`src/rtl/sng_array.sv`:
```
// Multi-channel stochastic number generator: CH operands become CH unipolar
// bitstreams of length 2^WIDTH, sourced from a shared de Bruijn LFSR or a ramp.
module sng_array #(
    parameter int WIDTH = 4,
    parameter int CH    = 4,
    parameter int SEED  = 1
) (
    input  logic                  i_clk_sng,
    input  logic                  i_rst_sng,
    input  logic                  i_start_sng,
    input  logic                  i_stop_sng,
    input  logic                  i_mode_sng,
    input  logic [CH*WIDTH-1:0]   i_x_bn,
    output logic [CH-1:0]         o_sn_bits,
    output logic                  o_valid_sng,
    output logic                  o_done_sng,
    output logic                  o_busy_sng
);

    localparam int               LEN    = 1 << WIDTH;
    localparam logic [WIDTH-1:0] SEED_V = WIDTH'(SEED);
    localparam logic [WIDTH-1:0] LAST   = WIDTH'(LEN - 1);
    localparam logic [7:0]       TAPS8  = (WIDTH == 3) ? 8'h06 :
                                          (WIDTH == 4) ? 8'h0C :
                                          (WIDTH == 5) ? 8'h14 :
                                          (WIDTH == 6) ? 8'h30 :
                                          (WIDTH == 7) ? 8'h60 : 8'hB8;
    localparam logic [WIDTH-1:0] TAPS   = TAPS8[WIDTH-1:0];

    typedef enum logic {IDLE, RUN} state_t;

    // The zero-detect term splices the all-zero state into the maximal cycle.
    function automatic logic [WIDTH-1:0] lfsr_step(input logic [WIDTH-1:0] s);
        logic fb;
        fb = (^(s & TAPS)) ^ (s[WIDTH-2:0] == '0);
        return {s[WIDTH-2:0], fb};
    endfunction

    function automatic logic [WIDTH-1:0] rotl(input logic [WIDTH-1:0] v, input int sh);
        logic [2*WIDTH-1:0] d;
        d = {v, v} << sh;
        return d[2*WIDTH-1:WIDTH];
    endfunction

    state_t                state, state_nx;
    logic [WIDTH-1:0]      cnt, cnt_nx, lfsr, lfsr_nx, src_lfsr, src_cnt;
    logic [CH*WIDTH-1:0]   x_reg, x_nx, src_x;
    logic                  mode_reg, mode_nx, src_mode;
    logic                  emit;
    logic [CH-1:0]         bits;

    // A start seen while the done pulse is up emits bit 0 of the new stream
    // straight from the inputs, so back-to-back streams have no gap.
    always_comb begin
        state_nx = state;
        cnt_nx   = cnt;
        lfsr_nx  = lfsr;
        x_nx     = x_reg;
        mode_nx  = mode_reg;
        emit     = 1'b0;
        src_x    = x_reg;
        src_mode = mode_reg;
        src_lfsr = lfsr;
        src_cnt  = cnt;
        case (state)
            IDLE: begin
                if (i_start_sng && !i_stop_sng) begin
                    state_nx = RUN;
                    x_nx     = i_x_bn;
                    mode_nx  = i_mode_sng;
                    if (o_done_sng) begin
                        emit     = 1'b1;
                        src_x    = i_x_bn;
                        src_mode = i_mode_sng;
                        src_lfsr = SEED_V;
                        src_cnt  = '0;
                        cnt_nx   = WIDTH'(1);
                        lfsr_nx  = lfsr_step(SEED_V);
                    end else begin
                        cnt_nx  = '0;
                        lfsr_nx = SEED_V;
                    end
                end
            end
            RUN: begin
                if (i_stop_sng) begin
                    state_nx = IDLE;
                end else begin
                    emit    = 1'b1;
                    cnt_nx  = cnt + WIDTH'(1);
                    lfsr_nx = lfsr_step(lfsr);
                    if (cnt == LAST)
                        state_nx = IDLE;
                end
            end
            default: state_nx = IDLE;
        endcase
    end

    always_comb begin
        bits = '0;
        for (int k = 0; k < CH; k++)
            bits[k] = src_x[k*WIDTH +: WIDTH] >
                      (src_mode ? src_cnt : rotl(src_lfsr, k % WIDTH));
    end

    always_ff @(posedge i_clk_sng or posedge i_rst_sng) begin
        if (i_rst_sng) begin
            state       <= IDLE;
            cnt         <= '0;
            lfsr        <= SEED_V;
            x_reg       <= '0;
            mode_reg    <= 1'b0;
            o_sn_bits   <= '0;
            o_valid_sng <= 1'b0;
            o_done_sng  <= 1'b0;
        end else begin
            state       <= state_nx;
            cnt         <= cnt_nx;
            lfsr        <= lfsr_nx;
            x_reg       <= x_nx;
            mode_reg    <= mode_nx;
            o_sn_bits   <= emit ? bits : '0;
            o_valid_sng <= emit;
            o_done_sng  <= emit && (src_cnt == LAST);
        end
    end

    assign o_busy_sng = (state == RUN);

endmodule

```
`config.mk`:
```
export PLATFORM = sky130hd
export DESIGN_NAME = sng_array
export DESIGN_NICKNAME = d
export VERILOG_FILES = /design/src/rtl/sng_array.sv
export SDC_FILE = /design/constraint.sdc
export NUM_CORES = 1
export LEC_CHECK = 0
export ABC_AREA = 0
export ABC_CLOCK_PERIOD_IN_PS = 3900
export CORE_ASPECT_RATIO = 2
export CORE_MARGIN = 5
export CORE_UTILIZATION = 39
export DETAILED_ROUTE_END_ITERATION = 6
export HOLD_SLACK_MARGIN = 0.08
export SETUP_SLACK_MARGIN = 0.15
export SYNTH_ARGS = -nofsm -noshare
export SYNTH_HDL_FRONTEND = slang
export SYNTH_SLANG_ARGS = --single-unit
```
`constraint.sdc`:
```
create_clock -name i_clk_sng -period 3.9 [get_ports i_clk_sng]
set_clock_uncertainty 0.15 [all_clocks]
set_input_delay 0.585 -clock i_clk_sng [delete_from_list [all_inputs] [get_ports i_clk_sng]]
set_output_delay 0.585 -clock i_clk_sng [all_outputs]
set_load 0.005 [all_outputs]
```
* Yosys cells after proc, flatten, opt, wreduce, memory -nomap -nowiden
Cells that the tools add are included.
** Storage, ports and cells
- Register bits :: 32
- Input bits :: 21
- Output and inout port bits :: 7
- Logic and storage cells :: 59
** Cells by class
- Add/sub/neg operators :: 1
- Order comparisons :: 4
- Equality and inequality tests :: 4
- Multiplexer cells :: 33
- Bitwise gates (word level) :: 2
- Reductions and logical operators :: 7
** Operator list (count)
- $mux W4 :: 15
- $mux W16 :: 3
- $gt A4 B4 Y1 :: 4
- $pmux W4 S2 :: 2
- $mux W1 :: 10
- $eq A4 B4 Y1 const B :: 2
- $add A4 B1 Y4 const B :: 1
- $ne A2 B2 Y1 const B :: 2
- $pmux W1 S2 :: 2
- $reduce_and A2 Y1 :: 2
- $reduce_xor A4 Y1 :: 1
- $logic_not A3 Y1 :: 1
- $logic_and A1 B1 Y1 :: 2
- $mux W2 :: 1
- $logic_not A1 Y1 :: 1
- $not A1 Y1 :: 1
- $xor A1 B1 Y1 :: 1

* Longest topological paths before layout
Gate-level depths: netlist of run 1.
- Depth in word-level cells :: 7
- Depth in mapped cells :: 10
- Gate-level depth less buffers :: 7

* Worst setup path after synthesis of run 1
Ideal clock, no wire load.
- Path kind :: in2reg
- From :: in i_stop_sng
- To :: reg o_sn_bits[2]
- Setup time :: 0.120 ns
- Arrival time :: 2.292 ns
- Setup slack :: 1.339 ns
- Stages :: 9
- Buffers on the path :: 3
- Cell sequence :: buf_4 > and4bb_1 > buf_4 > buf_6 > mux2_4 > ha_1 > a21oi_1 > nand3_1 > and3_1
** Between the ends
- Word-level cells in the longest chain between the ends :: 7
- Elaborated cells on any way between the ends :: 16
** RTL lines
- from (decl) :: line 11 : input logic i_stop_sng,
- $logic_not A1 Y1 :: line 67 : if (i_start_sng && !i_stop_sng) begin
- $logic_and A1 B1 Y1 :: line 67
- $mux W4 or $mux W1 (tied branches) :: line 67
- $mux W4 or $mux W1 (tied branches) :: line 65 : case (state)
- $mux W4 :: line 104 : (src_mode ? src_cnt : rotl(src_lfsr, k % WIDTH));
- $gt A4 B4 Y1 :: line 103 : bits[k] = src_x[k*WIDTH +: WIDTH] >
- $mux W4 * :: line 123 : o_sn_bits <= emit ? bits : '0;
- to (signal assigned) :: line 123
- to (decl) :: line 14 : output logic [CH-1:0] o_sn_bits,
Every way passes the cells marked *; elsewhere a longest branch is shown, timed or not.
A chain may end at the register's enable or synchronous reset.

* Final worst setup path of run 1
- From :: in i_stop_sng
- To :: reg o_sn_bits[0]
The elaborated chain is that of the path after synthesis.

==> results.sh, run 1 <==
export IMPL_drtPass1Iterations=4
export IMPL_timing_critical_path_required_ps=3920
export IMPL_multi_input_comb_area_um2=1150
export IMPL_seqCellArea_um2=802
export IMPL_launch_point_of_the_worst_path="i_stop_sng"
export IMPL_min_from="x_reg[12]"
export IMPL_cell_depth_of_the_worst_hold_path=1
export IMPL_final_setup_tns_ps=0
export IMPL_yosysUniqueCellTypes=38
export IMPL_rsz0062_at_grt="false"
export IMPL_finalCoreUtilization=0.477
export IMPL_clk_path_buf_depth=2
export IMPL_width_of_the_die_um=61.0
export IMPL_tritoncts_num_buffers=5
export IMPL_postCtsSetupBuffers=0
export IMPL_area_delta_synth_final_pct=19.6
export IMPL_report_final_hold_viol_count=0
export IMPL_design_die_area_um2=6840
export IMPL_timing_max_cap_violations=0
export IMPL_register_bit_count_reported_by_yosys=32
export IMPL_synthesis_nets=209
export IMPL_fp_coreArea_um2=5090
export IMPL_tightestPinTransition_ps=846
export IMPL_worst_hold_slack_ps=359
export IMPL_detail_route_wl_per_cell_um=17.5
export IMPL_cts_root_buf="sky130_fd_sc_hd__clkbuf_8"
export IMPL_placed_cells_incl_taps=253
export IMPL_largest_register_ffs=16
export IMPL_reg2regPathDepth=7
export IMPL_wl_um=4560
export IMPL_gr_total_overflow=0
export IMPL_timing_final_crit_share=0.752
export IMPL_worst_r2r_endpoint="o_sn_bits[0]"
export IMPL_globalplace_congestion=0.912
export IMPL_final_setup_viol_count=0
export IMPL_synth_warnings=0
export IMPL_number_of_hold_buffers_added_after_cts=0
export IMPL_synth_edff_count=0
export IMPL_tritoncts="yes"
export IMPL_ys_top_cells_by_area="sky130_fd_sc_hd__dfrtp_1 (38%), sky130_fd_sc_hd__mux2_4 (11%), sky130_fd_sc_hd__ha_1 (10%)"
export IMPL_clk_pin_slew_ps=70
export IMPL_reg2reg_from="o_busy_sng"
export IMPL_worstPathCellList="clkdlybuf4s50_1, and4bb_1, buf_4, mux2_2, ha_1, nor2b_1, o211ai_1, a211oi_1"
export IMPL_critPathMaxFanout=17
export IMPL_placement_io_buffers=27
export IMPL_globalRouteTotalUtil=0.149
export IMPL_synth_top_area_share=0.382
export IMPL_finalNetCount=240
export IMPL_cts_sinks=32
export IMPL_antenna_found_initial=0
export IMPL_first_global_vias=1637
export IMPL_synth_top_area_cell="sky130_fd_sc_hd__dfrtp_1"
export IMPL_drt_drc_violations_left=0
export IMPL_critical_path_max_stage_delay_ps=560
export IMPL_clock_latency_ps=280
export IMPL_sequential_element_share_of_the_synthesized_area=0.395
export IMPL_power_density_nw_per_um2=458
export IMPL_clock_fmax_mhz=341
export IMPL_num_io_pins=28
export IMPL_die_h_um=112
export IMPL_postRouteAntennaNets=0
export IMPL_fillCellCount=501
export IMPL_critPathKind="in2reg"
export IMPL_cp_slowest_cell="sky130_fd_sc_hd__clkdlybuf4s50_1"
export IMPL_timing_final_crit_period_ps=2930
export IMPL_routed_via_count=1466
export IMPL_syn_inst=171
export IMPL_power_static_leakage_nw=1.05
export IMPL_min_delay_path_class="reg2reg"
export IMPL_ys_dominant_reg_cell="sky130_fd_sc_hd__dfrtp_1"
export IMPL_timing_final_max_slew_violations=0
export IMPL_status="finished, final reports clean"
export IMPL_share_of_final_layout_standard_cells_stronger_than_drive_strength_1=0.207
export IMPL_slew_headroom=0.435
export IMPL_grt_max_degree=22
export IMPL_clock_tree_htree_level_count=2
export IMPL_worst_hold_path_endpoint="x_reg[12]"
export IMPL_synthArstFlopShare=1.00
export IMPL_netlist_area_um2=2030
export IMPL_num_antenna_cells=0
export IMPL_final_cells=261
export IMPL_vdd_drop_max_mv=0.302
export IMPL_grt_first_pass_wirelength_um=7580
export IMPL_critPathBufInv=2
export IMPL_timing_critical_path_to_type="flop"
export IMPL_effective_utilization_at_floorplan=0.399
export IMPL_crit_arrival_ps=2950
export IMPL_routed_via_density=5.62
export IMPL_post_synthesis_average_cell_area_um2=11.9
export IMPL_worst_r2r_setup_slack_ps=1320
export IMPL_cpLargestDelayFamily="buffers and inverters"
export IMPL_cp_start_kind="input port"
export IMPL_post_dp_hpwl_um=3490
export IMPL_drt_first_iter_violations=26
export IMPL_floorplan_rows=37
export IMPL_post_cts_resized=0
[placed cells by master (no fill, tap or decap), types with 2 or more instances in the layout]
master                             n
sky130_fd_sc_hd__dfrtp_1          31
sky130_fd_sc_hd__clkdlybuf4s50_1  27
sky130_fd_sc_hd__ha_1             17
sky130_fd_sc_hd__mux2_4           15
sky130_fd_sc_hd__o21ai_0          15
sky130_fd_sc_hd__mux2_2           14
sky130_fd_sc_hd__nor2b_1           7
sky130_fd_sc_hd__a21oi_1           7
sky130_fd_sc_hd__clkbuf_8          6
sky130_fd_sc_hd__mux2i_1           5
sky130_fd_sc_hd__a22o_1            5
sky130_fd_sc_hd__inv_1             5
sky130_fd_sc_hd__nand2_1           5
sky130_fd_sc_hd__o21a_1            4
sky130_fd_sc_hd__o211ai_1          4
sky130_fd_sc_hd__and2_1            3
sky130_fd_sc_hd__and3_1            3
sky130_fd_sc_hd__and4_1            3
sky130_fd_sc_hd__a211oi_1          3
sky130_fd_sc_hd__buf_4             3
sky130_fd_sc_hd__nand2b_1          2
sky130_fd_sc_hd__nand3_1           2
sky130_fd_sc_hd__clkbuf_1          2
[power by group]
| group | switching (mW) | internal, mW | total [mW] |
|---|---|---|---|
| Sequential | 0.0561 | 0.396 | 0.453 |
| Clock | 0.120 | 0.144 | 0.264 |
| Combinational | 0.175 | 0.223 | 0.397 |
| Total | 0.350 | 0.763 | 1.11 |
[area by class of cell]
| cell class | count | area share |
|---|---|---|
| multi-input cells | 128 | 0.475 |
| well taps | 58 | 0.0299 |
| flip-flops and latches | 32 | 0.330 |
| inverters | 5 | 0.00772 |
| repair buffers | 30 | 0.120 |
| clock buffers | 8 | 0.0371 |
[how the worst max path moves through the flow]
stage / to / depth (start not counted)
floorplan: o_sn_bits[2] / 9
global placement: o_sn_bits[0] / 8
detailed placement: o_sn_bits[0] / 8
CTS: o_sn_bits[0] / 8
global route: o_sn_bits[0] / 8
finish: o_sn_bits[0] / 8
[Yosys cell counts, types with 2 or more instances]
| master | count |
|---|---|
| sky130_fd_sc_hd__nand2b_1 | 2 |
| sky130_fd_sc_hd__and4_1 | 3 |
| sky130_fd_sc_hd__o21ai_0 | 15 |
| sky130_fd_sc_hd__o211ai_1 | 4 |
| sky130_fd_sc_hd__buf_6 | 2 |
| sky130_fd_sc_hd__and3_1 | 3 |
| sky130_fd_sc_hd__o21a_1 | 4 |
| sky130_fd_sc_hd__mux2_2 | 14 |
| sky130_fd_sc_hd__mux2_4 | 15 |
| sky130_fd_sc_hd__buf_4 | 2 |
| sky130_fd_sc_hd__inv_1 | 5 |
| sky130_fd_sc_hd__and2_1 | 3 |
| sky130_fd_sc_hd__ha_1 | 17 |
| sky130_fd_sc_hd__a21oi_1 | 7 |
| sky130_fd_sc_hd__a22o_1 | 5 |
| sky130_fd_sc_hd__a211oi_1 | 3 |
| sky130_fd_sc_hd__mux2i_1 | 5 |
| sky130_fd_sc_hd__dfrtp_1 | 31 |
| sky130_fd_sc_hd__nand3_1 | 2 |
| sky130_fd_sc_hd__nor2b_1 | 7 |
| sky130_fd_sc_hd__nand2_1 | 5 |
[cell families (layout without fill, tap and decap cells)]
logic type               count (synthesis)  after routing  synth area share
AO/OA/AOI/OAI                           42             42             0.133
adder cells (fa/ha/maj)                 17             17             0.105
buffers and inverters                   11             43            0.0369
flip-flops                              32             32             0.395
multiplexers                            34             34             0.213
AND/OR/NAND/NOR                         35             35             0.118
[stage by stage]
| step | total power [mW] | cell area (um2) | setup WS, ps |
|---|---|---|---|
| after floorplan | 0.733 | 2030 | 1340 |
| after global placement | 0.832 | 2340 | 801 |
| after detailed placement | 0.858 | 2340 | 674 |
| after CTS | 1.13 | 2430 | 954 |
| after global routing | 1.19 | 2430 | 793 |
| final | 1.11 | 2430 | 966 |
[per-layer routing]
metal / global-route usage / wire length, um / vias to the layer above
met3: 0.0311 / 142 / 9
met1: 0.149 / 1660 / 732
met5: 0 / 0 / -
li1: - / - / 705
met4: 0.0651 / 108 / 0
met2: 0.274 / 2650 / 20
Note: power is estimated with default switching activity, not from simulation.
==> inputs of run 2 (changes only) <==
- ABC_CLOCK_PERIOD_IN_PS: 3900 -> 2600
- clock period: 3.9 -> 2.6 ns (I/O delays scaled with it)
==> results.sh, run 2 (synthesis results as in run 1) <==
export IMPL_placed_cells_incl_taps=261
export IMPL_largest_register_ffs=16
export IMPL_rsz0062_at_grt="true"
export IMPL_effective_utilization_at_floorplan=0.399
export IMPL_power_density_nw_per_um2=697
export IMPL_grt_max_degree=33
export IMPL_timing_critical_path_to_type="flop"
export IMPL_power_static_leakage_nw=1.11
export IMPL_timing_final_max_slew_violations=0
export IMPL_slew_headroom=0.635
export IMPL_finalCoreUtilization=0.509
export IMPL_reg2regPathDepth=7
export IMPL_multi_input_comb_area_um2=1210
export IMPL_drtPass1Iterations=5
export IMPL_num_io_pins=28
export IMPL_critPathMaxFanout=6
export IMPL_final_cells=271
export IMPL_clk_pin_slew_ps=70
export IMPL_clock_tree_htree_level_count=2
export IMPL_globalRouteTotalUtil=0.148
export IMPL_grt_first_pass_wirelength_um=7560
export IMPL_timing_critical_path_required_ps=2630
export IMPL_drt_drc_violations_left=0
export IMPL_final_cell_area_um2=2590
export IMPL_finalNetCount=250
export IMPL_antenna_found_initial=0
export IMPL_width_of_the_die_um=61.0
export IMPL_cts_root_buf="sky130_fd_sc_hd__clkbuf_8"
export IMPL_routed_via_density=5.52
export IMPL_clk_path_buf_depth=2
export IMPL_cp_start_kind="input port"
export IMPL_clock_latency_ps=280
export IMPL_globalplace_congestion=0.828
export IMPL_timing_final_crit_period_ps=2380
export IMPL_worstSetupEndpoint="o_sn_bits[3]"
export IMPL_worst_hold_slack_ps=346
export IMPL_most_common_layout_cells="sky130_fd_sc_hd__dfrtp_1 (31), sky130_fd_sc_hd__clkdlybuf4s50_1 (27), sky130_fd_sc_hd__mux2_4 (15)"
export IMPL_first_global_vias=1634
export IMPL_routed_via_count=1497
export IMPL_crit_arrival_ps=2420
export IMPL_layout_cells_most_common="sky130_fd_sc_hd__dfrtp_1"
export IMPL_gr_total_overflow=0
export IMPL_placement_cell_area_um2=2400
export IMPL_reg2reg_from="o_busy_sng"
export IMPL_report_final_hold_viol_count=0
export IMPL_cts_sinks=32
export IMPL_seqCellArea_um2=802
export IMPL_fp_coreArea_um2=5090
export IMPL_launch_point_of_the_worst_path="i_stop_sng"
export IMPL_post_dp_hpwl_um=3600
export IMPL_floorplan_rows=37
export IMPL_placement_io_buffers=27
export IMPL_tightestPinTransition_ps=546
export IMPL_final_setup_viol_count=0
export IMPL_postRouteAntennaNets=0
export IMPL_tritoncts="yes"
export IMPL_min_delay_path_class="in2async"
export IMPL_drt_first_iter_violations=36
export IMPL_timing_final_crit_share=0.917
export IMPL_fillCellCount=482
export IMPL_design_die_area_um2=6840
export IMPL_wl_um=4680
export IMPL_status="finished, final reports clean"
export IMPL_vdd_drop_max_mv=0.546
export IMPL_die_h_um=112
export IMPL_detail_route_wl_per_cell_um=17.3
export IMPL_timing_max_cap_violations=0
export IMPL_share_of_final_layout_standard_cells_stronger_than_drive_strength_1=0.291
export IMPL_num_antenna_cells=0
export IMPL_final_setup_tns_ps=0
export IMPL_tritoncts_num_buffers=5
export IMPL_worst_r2r_endpoint="o_sn_bits[3]"
export IMPL_area_delta_synth_final_pct=27.5
export IMPL_critPathKind="in2reg"
export IMPL_worst_r2r_setup_slack_ps=380
export IMPL_clock_fmax_mhz=419
[run 2: repair_timing]
| action | in CTS | in global routing |
|---|---|---|
| gates resized for setup | 1 | 13 |
| setup buffers | 0 | 2 |
| setup endpoints to repair | 1 | 4 |
| hold buffers | 0 | 0 |
| pin swaps | 0 | 2 |
[run 2: how the worst min path moves through the flow]
stage / depth (start not counted) / to / from
global placement: 1 / x_reg[8] / x_reg[8]
finish: 3 / x_reg[12] / i_rst_sng
detailed placement: 1 / x_reg[4] / x_reg[4]
floorplan: 1 / x_reg[7] / x_reg[7]
CTS: 3 / x_reg[1] / i_rst_sng
global route: 1 / x_reg[12] / x_reg[12]
[run 2: power breakdown]
group          total, mW  internal [mW]  switching [mW]
clock network      0.476          0.284           0.193
logic              0.656          0.365           0.291
registers          0.674          0.594          0.0793
[run 2: critical path, stage by stage]
cell and delay (ps):
sky130_fd_sc_hd__clkdlybuf4s50_1 420, sky130_fd_sc_hd__and4bb_2 370, sky130_fd_sc_hd__buf_6 150, sky130_fd_sc_hd__mux2_2 370, sky130_fd_sc_hd__ha_4 270, sky130_fd_sc_hd__nor2b_2 120, sky130_fd_sc_hd__o211ai_1 90, sky130_fd_sc_hd__a211oi_1 240
[run 2: cell type report]
class | instances | share of cell area
Multi-Input combinational cell | 128 | 0.466
Clock inverter | 3 | 0.0164
Clock buffer | 5 | 0.0266
Inverter | 5 | 0.00724
Timing Repair Buffer | 40 | 0.146
Tap cell | 58 | 0.0280
Sequential cell | 32 | 0.310
[run 2: metrics by stage]
stage                     total power, mW  setup slack [ps]
after floorplan                      1.10               234
after global placement               1.25             -63.7
after detailed placement             1.30              -165
after CTS                            1.79               157
after global routing                 1.93               133
final                                1.81               216
[run 2: layer usage]
layer / GRT usage / share of wire
met5: 0 / 0
met3: 0.0299 / 0.034
met1: 0.146 / 0.35
met4: 0.0651 / 0.034
met2: 0.274 / 0.59
==> RTL edit: new RTL, settings of run 1 <==
`x_reg` no longer has a reset.
--- a/src/rtl/sng_array.sv
+++ b/src/rtl/sng_array.sv
@@ -109,7 +109,6 @@
             state       <= IDLE;
             cnt         <= '0;
             lfsr        <= SEED_V;
-            x_reg       <= '0;
             mode_reg    <= 1'b0;
             o_sn_bits   <= '0;
             o_valid_sng <= 1'b0;
@@ -118,7 +117,6 @@
             state       <= state_nx;
             cnt         <= cnt_nx;
             lfsr        <= lfsr_nx;
-            x_reg       <= x_nx;
             mode_reg    <= mode_nx;
             o_sn_bits   <= emit ? bits : '0;
             o_valid_sng <= emit;
@@ -126,6 +124,10 @@
         end
     end
 
+    always_ff @(posedge i_clk_sng) begin
+        x_reg <= x_nx;
+    end
+
     assign o_busy_sng = (state == RUN);
 
 endmodule
Behaviour: no difference found for any inputs over 10 cycles, from zero or initial values and one cycle with i_rst_sng high; that may be too few to reach the edited logic, so the function may still have changed.
==> RTL edit against run 1 <==
- critical path depth unchanged
- wire length fell by 6.2%
- sequential cell count unchanged
- utilization rose by 0.97 points
- global-route usage down 0.24 points
- final area down 7.0%
- area after synthesis shrank 8.4%
- total power is 18% lower
- setup slack worse by 67 ps
- maximum frequency down 2.2%
- critical endpoint is now o_sn_bits[1]
- highest routed layer unchanged
==> RTL edit: results (changes against run 1) <==
Number of flops mapped to enable cells by yosys = 16 (+16)
Routability cong. = 0.884 (-3.0%)
HPWL after DPL = 3.38 mm (-3.2%)
Final WS setup = 900 ps (-66.8 ps)
Largest net degree at the start of global routing = 19 (-14%)
Top Family by Delay on Critical Path = compound AO/OA/AOI/OAI gates
Vias in the first global route = 1528 (-6.7%)
Mapped Nets = 216 (+3.3%)
Pleak = 0.947 nW (-9.6%)
Seq/Total Area, Yosys = 47.4% (+7.9 points)
Iteration-0 DRC Markers = 40 (+54%)
WL final = 4.28 mm (-6.2%)
Compound-cell area share of the yosys netlist = 14.0% (+0.75 points)
Syn Inst Count = 178 (+4.1%)
Layout cells sized above 1 = 6.70% (-14 points)
Post-synthesis adder-cell area fraction = 11.4% (+0.96 points)
Worst EP arrival = 3000 ps (+50 ps)
Final non-filler cell total = 264 (+1.1%)
Top-count cell post-synth = nand2_1
Placed Area = 0.00218 sq mm (-6.8%)
Net Sw Power = 0.268 mW (-24%)
Pre-CTS WS = 593 ps (-80.6 ps)
Via/cell ratio = 5.42 (-3.5%)
Synth top area cells = edfxtp_1 26%, dfrtp_1 20%, ha_1 11%
Max FO, Critical Path = 11 (-6)
First-pass GRT wire length = 7.16 mm (-5.6%)
Synth async-reset ratio = 50.0% (-50 points)
Status = finished, final reports clean
Final #Nets = 246 (+2.5%)
Hold slack = 378 ps (+19.3 ps)
GR Util All Layers = 14.6% (-0.24 points)
Initial antenna violation count = 0 (unchanged)
Xor/xnor share of the synthesized area = 0.470% (+0.47 points)
Post-synth top cells = 40 x nand2_1, 17 x ha_1, 16 x edfxtp_1
Netlist cell types = 40 (+5.3%)
Peak supply drop = 317 uV (+4.8%)
==> RTL edit: changes by cell type in the layout (fill, tap and decap cells not counted), sizes merged, moves of 3 or more <==
cell | before | now
a211oi | 3 | 0
dfrtp | 31 | 15
edfxtp | 0 | 16
mux2 | 29 | 2
nand2 | 5 | 40
==> RTL edit: path summary, 6_finish.rpt <==
kind                                      to  cells past startpoint        from
worst max-delay path            o_sn_bits[1]                      8  i_stop_sng
worst min-delay path                 lfsr[0]                      2     lfsr[0]
worst max register to register  o_sn_bits[1]                      7  o_busy_sng
worst min register to register       lfsr[0]                      2     lfsr[0]
max in group asynchronous       o_sn_bits[0]                      2   i_rst_sng
min in group asynchronous        o_valid_sng                      2   i_rst_sng
==> RTL edit: per-layer routing <==
layer | global-route usage (%) | share of wire [%] | vias to the layer above
li1 | - | - | 708
met5 | 0 | 0 | -
met2 | 26.2 | 55 | 24
met4 | 6.00 | 2.5 | 0
met1 | 16.3 | 39 | 691
met3 | 2.76 | 3.2 | 8
==> RTL edit: area by class of cell <==
cell class	instances	area [sq um]
sequential	32	882
tap	55	68.8
multi-input combinational	135	922
fill	463	2380
clock buffer	7	76.3
inverter	4	15.0
clock inverter	1	3.75
timing repair buffer	30	293
==> RTL edit: power groups by stage <==
stage	registers [mW]	clock network [mW]	logic, mW
after floorplan	0.417	0	0.170
after global placement	0.426	0	0.238
after detailed placement	0.427	0	0.251
after CTS	0.421	0.245	0.253
after global routing	0.426	0.259	0.286
final	0.420	0.239	0.250
==> RTL edit: worst register-to-register path, stage by stage (launching register included) <==
cell and delay [ps]:
dfrtp_1 510, nand4bb_1 450, o21ai_1 310, o21ai_1 130, ha_1 310, nor2b_1 140
o211ai_1 90, a2111oi_0 380
